`config.mk`:
```
export PLATFORM = sky130hd
export DESIGN_NAME = fifo_wm
export DESIGN_NICKNAME = d
export VERILOG_FILES = /design/src/rtl/fifo_wm.sv
export SDC_FILE = /design/constraint.sdc
export NUM_CORES = 1
export LEC_CHECK = 0
export BUFFER_PORTS_ARGS = -buffer_cell sky130_fd_sc_hd__buf_4
export CORE_MARGIN = 4
export CORE_UTILIZATION = 45
export CTS_BUF_LIST = sky130_fd_sc_hd__clkbuf_4
export CTS_CLUSTER_DIAMETER = 100
export DETAILED_ROUTE_END_ITERATION = 16
export SLEW_MARGIN = 10
export SYNTH_ARGS = -nofsm -noshare
export SYNTH_HDL_FRONTEND = slang
export SYNTH_SLANG_ARGS = --single-unit
export TNS_END_PERCENT = 5
```
`constraint.sdc`:
```
create_clock -name clk -period 5.75 [get_ports clk]
set_input_delay 1.15 -clock clk [delete_from_list [all_inputs] [get_ports clk]]
set_output_delay 1.15 -clock clk [all_outputs]
set_load 0.02 [all_outputs]
```
`src/rtl/fifo_wm.sv`:
```
// Synchronous FIFO with registered read port and hysteresis pause/continue flow control.
// Optional dropped-push counter built only when FIFO_WM_ERR_CNT_EN is defined.
module fifo_wm #(
  parameter int DATA_W  = 10,
  parameter int ADDR_W  = 3,
  parameter int HIGH_WM = 6,
  parameter int LOW_WM  = 2
) (
  input  logic              clk,
  input  logic              reset,
  input  logic              push,
  input  logic [DATA_W-1:0] data_in,
  input  logic              pop,
  output logic [DATA_W-1:0] data_out,
  output logic              valid_out,
  output logic              empty,
  output logic              full,
  output logic              pause,
  output logic              continue_pulse,
  output logic              error_full,
  output logic [ADDR_W:0]   count,
  output logic [7:0]        err_cnt
);

  localparam int DEPTH = 1 << ADDR_W;
  localparam logic [ADDR_W:0]   DEPTH_C = (ADDR_W+1)'(DEPTH);
  localparam logic [ADDR_W:0]   HIGH_C  = (ADDR_W+1)'(HIGH_WM);
  localparam logic [ADDR_W:0]   LOW_C   = (ADDR_W+1)'(LOW_WM);
  localparam logic [ADDR_W:0]   CNT_ONE = (ADDR_W+1)'(1);
  localparam logic [ADDR_W-1:0] PTR_ONE = ADDR_W'(1);

  typedef enum logic {FLOW, PAUSED} state_t;

  logic [DATA_W-1:0] mem [DEPTH];
  logic [ADDR_W-1:0] wr_ptr, rd_ptr;
  logic [ADDR_W:0]   count_nxt;
  logic              pop_ok, push_ok, drop;
  state_t            state, state_nxt;
  logic              cont_nxt;

  assign empty   = (count == '0);
  assign full    = (count == DEPTH_C);
  assign pop_ok  = pop & ~empty;
  // A pop in the same cycle frees the slot, so a push at full is still accepted.
  assign push_ok = push & (~full | pop_ok);
  assign drop    = push & full & ~pop_ok;
  assign pause   = (state == PAUSED);

  always_comb begin
    count_nxt = count;
    if (push_ok && !pop_ok)
      count_nxt = count + CNT_ONE;
    else if (pop_ok && !push_ok)
      count_nxt = count - CNT_ONE;
  end

  always_comb begin
    state_nxt = state;
    cont_nxt  = 1'b0;
    case (state)
      FLOW:   if (count_nxt >= HIGH_C) state_nxt = PAUSED;
      PAUSED: if (count_nxt <= LOW_C) begin
                state_nxt = FLOW;
                cont_nxt  = 1'b1;
              end
      default: state_nxt = FLOW;
    endcase
  end

  always_ff @(posedge clk or posedge reset) begin
    if (reset) begin
      state          <= FLOW;
      continue_pulse <= 1'b0;
    end else begin
      state          <= state_nxt;
      continue_pulse <= cont_nxt;
    end
  end

  always_ff @(posedge clk or posedge reset) begin
    if (reset) begin
      wr_ptr     <= '0;
      rd_ptr     <= '0;
      count      <= '0;
      data_out   <= '0;
      valid_out  <= 1'b0;
      error_full <= 1'b0;
    end else begin
      if (push_ok)
        wr_ptr <= wr_ptr + PTR_ONE;
      if (pop_ok) begin
        data_out <= mem[rd_ptr];
        rd_ptr   <= rd_ptr + PTR_ONE;
      end
      valid_out <= pop_ok;
      count     <= count_nxt;
      if (drop)
        error_full <= 1'b1;
    end
  end

  // Storage is not reset; contents are unreachable once the pointers clear.
  always_ff @(posedge clk) begin
    if (push_ok && !reset)
      mem[wr_ptr] <= data_in;
  end

`ifdef FIFO_WM_ERR_CNT_EN
  always_ff @(posedge clk or posedge reset) begin
    if (reset)
      err_cnt <= '0;
    else if (drop && err_cnt != 8'hFF)
      err_cnt <= err_cnt + 8'd1;
  end
`else
  assign err_cnt = '0;
`endif

endmodule

```
# [Word level (Yosys, flattened, before mapping)]
# Memory sizes are Yosys's and may differ from the RTL's. A register that Yosys moved wholly into a read port is not among the register bits.
# Cells that the tools add are included.
[totals] latchBits=0 rom_bits=0 regBits=14 ramBits=80 input_bits=14 out_inout_bits=28 memories=1 elab_cells=40
[mem_list] memory="mem" words=8 word_bits=10 read_ports=1 rd_clocked_by_memory_dff=1 wr=1 line="34" source="logic [DATA_W-1:0] mem [DEPTH];"
[op_classes] n_lt_le_gt_ge=2 n_shift=0 bitwise=9 n_eq_ne=1 n_reduce_logical=7 n_div=0 mux=9 n_mul=0 addsub=4
[op_table] operator="$mux W4" n=2
[op_table] operator="$add A3 B1 Y3 const B" n=2
[op_table] operator="$mux W1" n=6
[op_table] operator="$add A4 B1 Y4 const B" n=1
[op_table] operator="$and A1 B1 Y1" n=4
[op_table] operator="$eq A4 B4 Y1 const B" n=1
[op_table] operator="$ge A4 B3 Y1 const B" n=1
[op_table] operator="$le A4 B2 Y1 const B" n=1
[op_table] operator="$logic_not A4 Y1" n=1
[op_table] operator="$not A1 Y1" n=4
[op_table] operator="$sub A4 B1 Y4 const B" n=1
[op_table] operator="$logic_and A1 B1 Y1" n=3
[op_table] operator="$logic_not A1 Y1" n=3
[op_table] operator="$pmux W1 S2" n=1
[op_table] operator="$or A1 B1 Y1" n=1

# [Longest topological paths before layout]
# Gate-level depths: netlist of the first run.
[logic_depth] word_depth=12 depth_mapped=8

# [Worst setup path before layout of the first run]
# Ideal clock, no wire load.
[synth_timing] kind="input to register" from="in reset" to="mem mem[4][0] (enable)" arrival_time_ns=2.707 cell_stages=3 path_buffers=0 path_slack_ns=2.653 setup_ns=0.390 cell_sequence="inv_1 nand3_1 nor3_1"
[synth_via] elab_chain_cells=4
[synth_rtl] item="start, declared" line="10" source="input logic reset,"
[synth_rtl] item="$logic_not A1 Y1" line="104" source="if (push_ok && !reset)"
[synth_rtl] item="$logic_and A1 B1 Y1" line="104"
[synth_rtl] item="$mux W1" line="104"
[synth_rtl] item="$mux W1 (not written as such)" line="105" source="mem[wr_ptr] <= data_in;"
[synth_rtl] item="end, declared" line="34"
# No other way between the ends.

# [Worst setup path after layout of the first run]
[layout_timing] from="reg count[0]" to="out empty"
[layout_via] elab_chain_cells=1
[layout_rtl] item="start, declared" line="21" source="output logic [ADDR_W:0] count,"
[layout_rtl] item="start signal, assigned" line="96" source="count <= count_nxt;"
[layout_rtl] item="$logic_not A4 Y1" line="41" source="assign empty = (count == '0);"
[layout_rtl] item="end, declared" line="16" source="output logic empty,"
# No other way between the ends.

==> results.json, run 1 <==
{
  "outcome": "finished clean",
  "crit_path_end_kind": "output port",
  "fp.dieH_um": 105.8,
  "clkSinkCount": 104,
  "cts_buffer_depth": 2,
  "clk_latency_ns": 0.44,
  "setup_violations": 0,
  "portBuffers": 33,
  "post-cts-setup-buffer-count": 0,
  "crit_family": "flip-flops",
  "fp-row-count": 35,
  "holdWs_ns": 0.4883,
  "start_kind": "flop",
  "critical_path.cell_chain": "inv_1 > ha_1 > nor3b_1 > buf_4",
  "arrival_ns": 1.93,
  "yosysSeqAreaShare": 0.6979,
  "syn_inst": 255,
  "drv_slew": 0,
  "final_nets": 307,
  "avgSynthCellArea_sq_um": 16.87,
  "clk_pin_slew_ns": 0.14,
  "max-cap-violations": 0,
  "cts_tree": "built",
  "hold_viol": 0,
  "grt_max_degree": 26,
  "power.density_nw_per_um2": 453.7,
  "htree_num_levels": 3,
  "diodes": 0,
  "numCtsBuffers": 9,
  "max-vdd-ir-drop_mv": 0.2203,
  "drt_iter0_markers": 93,
  "area_growth_pct": 10.09,
  "period_share": 0.5349,
  "critPathBufInv": 2,
  "setup.worst_path.class": "flop to output port",
  "dp_hpwl_um": 5147,
  "dr.pass1.iters": 4,
  "dp.cells": 407,
  "yosysWarningCount": 0,
  "crit_slowest_cell": "dfrtp_1",
  "die_w_um": 105.8,
  "fin_skew_ns": 0.01500,
  "final_cell_mix": "edfxtp_1 (80), buf_4 (36), dfrtp_1 (24)",
  "ys_async_sr_fraction": 0.2308,
  "gp_congestion": 0.7313,
  "cts_root_buf": "clkbuf_4",
  "clock.fmax_ghz": 0.3252,
  "grt_pass1_wl_um": 12160,
  "synthFlopType": "edfxtp_1",
  "grt-ovfl-total": 0,
  "grt_pass1_vias": 2153,
  "power.total_mw": 2.149,
  "multiInputGateArea_sq_um": 1155,
  "fillers": 786,
  "antenna_found_initial": 0,
  "fin_cells": 423,
  "ys_types": 44,
  "max_stage_delay_ns": 0.51,
  "synth_area_sq_um": 4303,
  "leakagePower_nw": 1.720,
  "num_io_pins": 42,
  "fin_crit_ns": 3.075,
  "rsz0062_at_grt": "no",
  "ff_latch_area_sq_um": 3003,
  "crit_required_ns": 4.60,
  "min_path_type": "flop to flop",
  "crit_fanout": 8,
  "initial_core_util": 0.4635,
  "wire_per_inst_um": 17.89,
  "core_area_sq_um": 9284,
  "drtAntennaViolNets": 0,
  "tns_ns": 0,
  "synth_seq_cells": 104,
  "ctsHoldBuffers": 0,
  "drive_gt1_frac": 0.2585,
  "drt_wl_total_um": 7568,
  "vias": 2150,
  "grt_use_total": 0.1458,
  "via_per_inst": 5.083,
  "worstMarginPinSlew_ns": 0.9752,
  "cts_resized": 0,
  "synth_edf_count": 80,
  "die_area_sq_um": 11190,
  "final_common_cell": "edfxtp_1",
  "relSlewSlack": 0.3498,
  "drc_errors": 0
}
-- final timing paths --
path,slack (ns),to,start,cells past startpoint
hold reg to reg,0.49,error_full,error_full,1
max in group asynchronous,4.25,data_out[1],reset,2
setup reg to reg,3.09,mem[2][8],count[0],6
setup / recovery,2.67,empty,count[0],4
hold / removal,0.49,error_full,error_full,1
min in group asynchronous,0.91,wr_ptr[0],reset,2
-- registers in the layout (all words and copies together), names as in the netlist --
signal,count
data_out,10
wr_ptr,3
rd_ptr,3
count,4
pause,1
error_full,1
continue_pulse,1
valid_out,1
mem,80
-- cell type report --
| type | instances | area share |
|---|---|---|
| clock buffer | 10 | 0.01585 |
| clock inverter | 6 | 0.008980 |
| inverter | 8 | 0.006339 |
| multi-input combinational | 130 | 0.2438 |
| sequential | 104 | 0.6339 |
| tap | 129 | 0.03407 |
| timing repair buffer | 36 | 0.05705 |
-- worst register-to-register path, delay by kind of cell (launching register included) --
family | cells | cell delay (ns)
AND/OR/NAND/NOR | 3 | 1.29
buffers and inverters | 1 | 0.08
flip-flops | 1 | 0.54
AO/OA/AOI/OAI | 1 | 0.11
adder cells (fa/ha/maj) | 1 | 0.29
-- layer usage --
| metal | GRT usage | share of wire |
|---|---|---|
| met5 | 0 | 0 |
| met4 | 0.03885 | 0.011 |
| met3 | 0.03919 | 0.053 |
| met2 | 0.2122 | 0.46 |
| met1 | 0.2179 | 0.48 |
-- cell usage after synthesis (all sizes together), types with 2 or more instances --
cell type / count / area [sq um]
ha: 4 / 50.05
a21oi: 3 / 15.01
clkbuf: 3 / 11.26
nor2: 11 / 41.29
nand2b: 3 / 26.27
nor3b: 3 / 22.52
mux4: 20 / 450.4
dfrtp: 24 / 600.6
nand2: 21 / 78.83
and2: 2 / 12.52
nand3: 2 / 10.01
nor2b: 2 / 12.51
inv: 8 / 30.03
mux2i: 11 / 110.1
buf: 17 / 130.1
nor3: 2 / 10.01
o21ai: 14 / 73.82
a31oi: 2 / 12.51
o31ai: 2 / 20.02
xnor2: 6 / 52.55
edfxtp: 80 / 2402
-- report_power, final --
group	leakage [nW]	switching, mW	internal [mW]
sequential	1.01	0.146	0.936
clock	0.0648	0.233	0.0959
combinational	0.644	0.372	0.366
-- logic make-up after synthesis --
kind of cell             synth area share
multiplexers                       0.1303
adder cells (fa/ha/maj)           0.01163
flip-flops                         0.6979
XOR/XNOR                          0.01425
buffers and inverters             0.03984
AO/OA/AOI/OAI                     0.04682
AND/OR/NAND/NOR                   0.05845
other                           0.0008715
-- through the flow --
step                      cell area [sq um]  setup slack [ns]    util
after floorplan                        4329             2.653       -
after global placement                 4619             2.312  0.4976
after detailed placement               4619             2.237  0.4976
after CTS                              4737             2.651  0.5102
after global routing                   4737             2.514  0.5102
final                                  4737             2.675  0.5102
(Power assumes the default switching activity.)
==> run 2: changes to the inputs <==
==> constraint.sdc (replaced) <==
create_clock -name clk -period 3.1 [get_ports clk]
set_input_delay 0.62 -clock clk [delete_from_list [all_inputs] [get_ports clk]]
set_output_delay 0.62 -clock clk [all_outputs]
set_load 0.02 [all_outputs]
==> run 2 against run 1 <==
Compared with the run above:
- count of clock-buffer cells in the layout shrank 1
- wire length grew 2.0%
- worst hold slack lost 0.24 ns
- clock power grew 110%
- flip-flop and latch count is the same
- core utilization grew 0.77 points
- worst setup slack lost 2.2 ns
- cell count grew 1.4%
- die area is the same
- sequential share of layout area shrank 0.94 points
- critical path depth is the same
- clock skew grew 0.011 ns
- critical path type unchanged
- critical endpoint unchanged
- largest cell class unchanged
==> results.json, run 2 (synthesis results as in run 1) <==
{
  "outcome": "finished clean",
  "clock.fmax_ghz": 0.3865,
  "max-vdd-ir-drop_mv": 0.3563,
  "post_dp_cell_area_sq_um": 4664,
  "cts_buffer_depth": 2,
  "numCtsBuffers": 9,
  "crit_required_ns": 2.48,
  "clk_pin_slew_ns": 0.17,
  "ctsHoldBuffers": 0,
  "crit_fanout": 8,
  "final_common_cell": "edfxtp_1",
  "dr.pass1.iters": 5,
  "setup_violations": 0,
  "wire_per_inst_um": 17.99,
  "fin_crit_ns": 2.587,
  "reg.largest.list": "mem (80), data_out (10), count (4)",
  "die_area_sq_um": 11190,
  "die_w_um": 105.8,
  "reg2reg_slack_ns": 0.56,
  "gp_congestion": 0.7961,
  "setup.worst_path.class": "flop to output port",
  "r2r_cells": 7,
  "fp.dieH_um": 105.8,
  "max-cap-violations": 0,
  "core_area_sq_um": 9284,
  "via_per_inst": 5.119,
  "cts_tree": "built",
  "final_nets": 313,
  "max_stage_delay_ns": 0.50,
  "start_kind": "flop",
  "drc_errors": 0,
  "largest_reg_flops": 80,
  "portBuffers": 33,
  "dp_hpwl_um": 5298,
  "cts_root_buf": "clkbuf_4",
  "diodes": 0,
  "crit_path_end_kind": "output port",
  "fp-row-count": 35,
  "critical_path.cell_chain": "inv_1 > ha_1 > nor3b_1 > buf_4",
  "regMostFlops": "mem",
  "clkSinkCount": 104,
  "tns_ns": 0,
  "relSlewSlack": 0.3610,
  "area_growth_pct": 11.75,
  "initial_core_util": 0.4635,
  "worstMarginPinSlew_ns": 0.9585,
  "final_cell_mix": "edfxtp_1 (80), buf_4 (42), dfrtp_1 (24)",
  "startpoint": "count[0]",
  "grt-ovfl-total": 0,
  "period_share": 0.8347,
  "post-cts-setup-buffer-count": 0,
  "leakagePower_nw": 1.761,
  "power.density_nw_per_um2": 849.4,
  "grt_max_degree": 25,
  "timing.rr.start": "count[0]",
  "design_area_sq_um": 4808,
  "grt_pass1_vias": 2222,
  "r2r_end": "mem[7][9]",
  "drt_iter0_markers": 100,
  "clk_latency_ns": 0.44,
  "grt_use_total": 0.1473,
  "grt_pass1_wl_um": 12280,
  "crit_slowest_cell": "dfrtp_1",
  "num_io_pins": 42,
  "drive_gt1_frac": 0.2733,
  "min_path_type": "primary input to async pin",
  "htree_num_levels": 3,
  "antenna_found_initial": 0,
  "fin_skew_ns": 0.02587,
  "arrival_ns": 1.97,
  "cts_resized": 0,
  "vias": 2196,
  "drtAntennaViolNets": 0,
  "drv_slew": 0,
  "drt_wl_total_um": 7716,
  "rsz0062_at_grt": "no",
  "hold_viol": 0
}
## run 2: cell types whose count changed in the layout (fill, tap and decap cells not counted), sizes merged
cell    delta
clkinv     -1
buf        +6
bufinv     +1
clkbuf     -1
inv        +1
## run 2: layout make-up
class                      count  area [sq um]
fill                         791          4476
sequential                   104          3003
multi-input combinational    130          1155
inverter                       8         30.03
clock buffer                   9         67.56
tap                          129         161.4
clock inverter                 7         76.32
timing repair buffer          42         315.3
## run 2: worst max-delay path, delay by kind of cell, from the launching register on
kind                       cells  cell delay, ns
adders and majority gates      1            0.29
DFF                            1            0.50
buffers and inverters          2            0.31
and+or+nand+nor                1            0.41
## run 2: worst max-delay path by stage
stage	endpoint	slack (ns)
finish	empty	0.51
global route	empty	0.34
CTS	empty	0.50
detailed placement	mem[7][2]	0.57
global placement	mem[7][0]	0.67
floorplan	mem[0][0]	0.43
## run 2: metal layers
layer | vias to the layer above | GRT usage | part of all wire
li1 | 1038 | - | -
met1 | 1107 | 0.1966 | 0.45
met2 | 43 | 0.2436 | 0.51
met3 | 8 | 0.03368 | 0.030
met4 | 0 | 0.04163 | 0.012
met5 | - | 0 | 0
## run 2: through the flow
step                      cells    util  hold slack [ns]  total power, mW  worst slack, ns
after global placement      413  0.5024           0.4404            3.441           0.6685
after detailed placement    413  0.5024           0.4485            3.449           0.5733
after global routing        429  0.5179           0.2459            4.347           0.3442
final                       429  0.5179           0.2482            4.084           0.5125
after CTS                   429  0.5179           0.2417            4.141           0.5029
after floorplan             262       -           0.4592            3.005           0.4288
## run 2: power breakdown
part | leakage (nW) | internal [mW] | total [mW] | switching [mW]
logic | 0.675 | 0.691 | 1.39 | 0.701
clock network | 0.0750 | 0.254 | 0.704 | 0.450
registers | 1.01 | 1.74 | 1.99 | 0.253
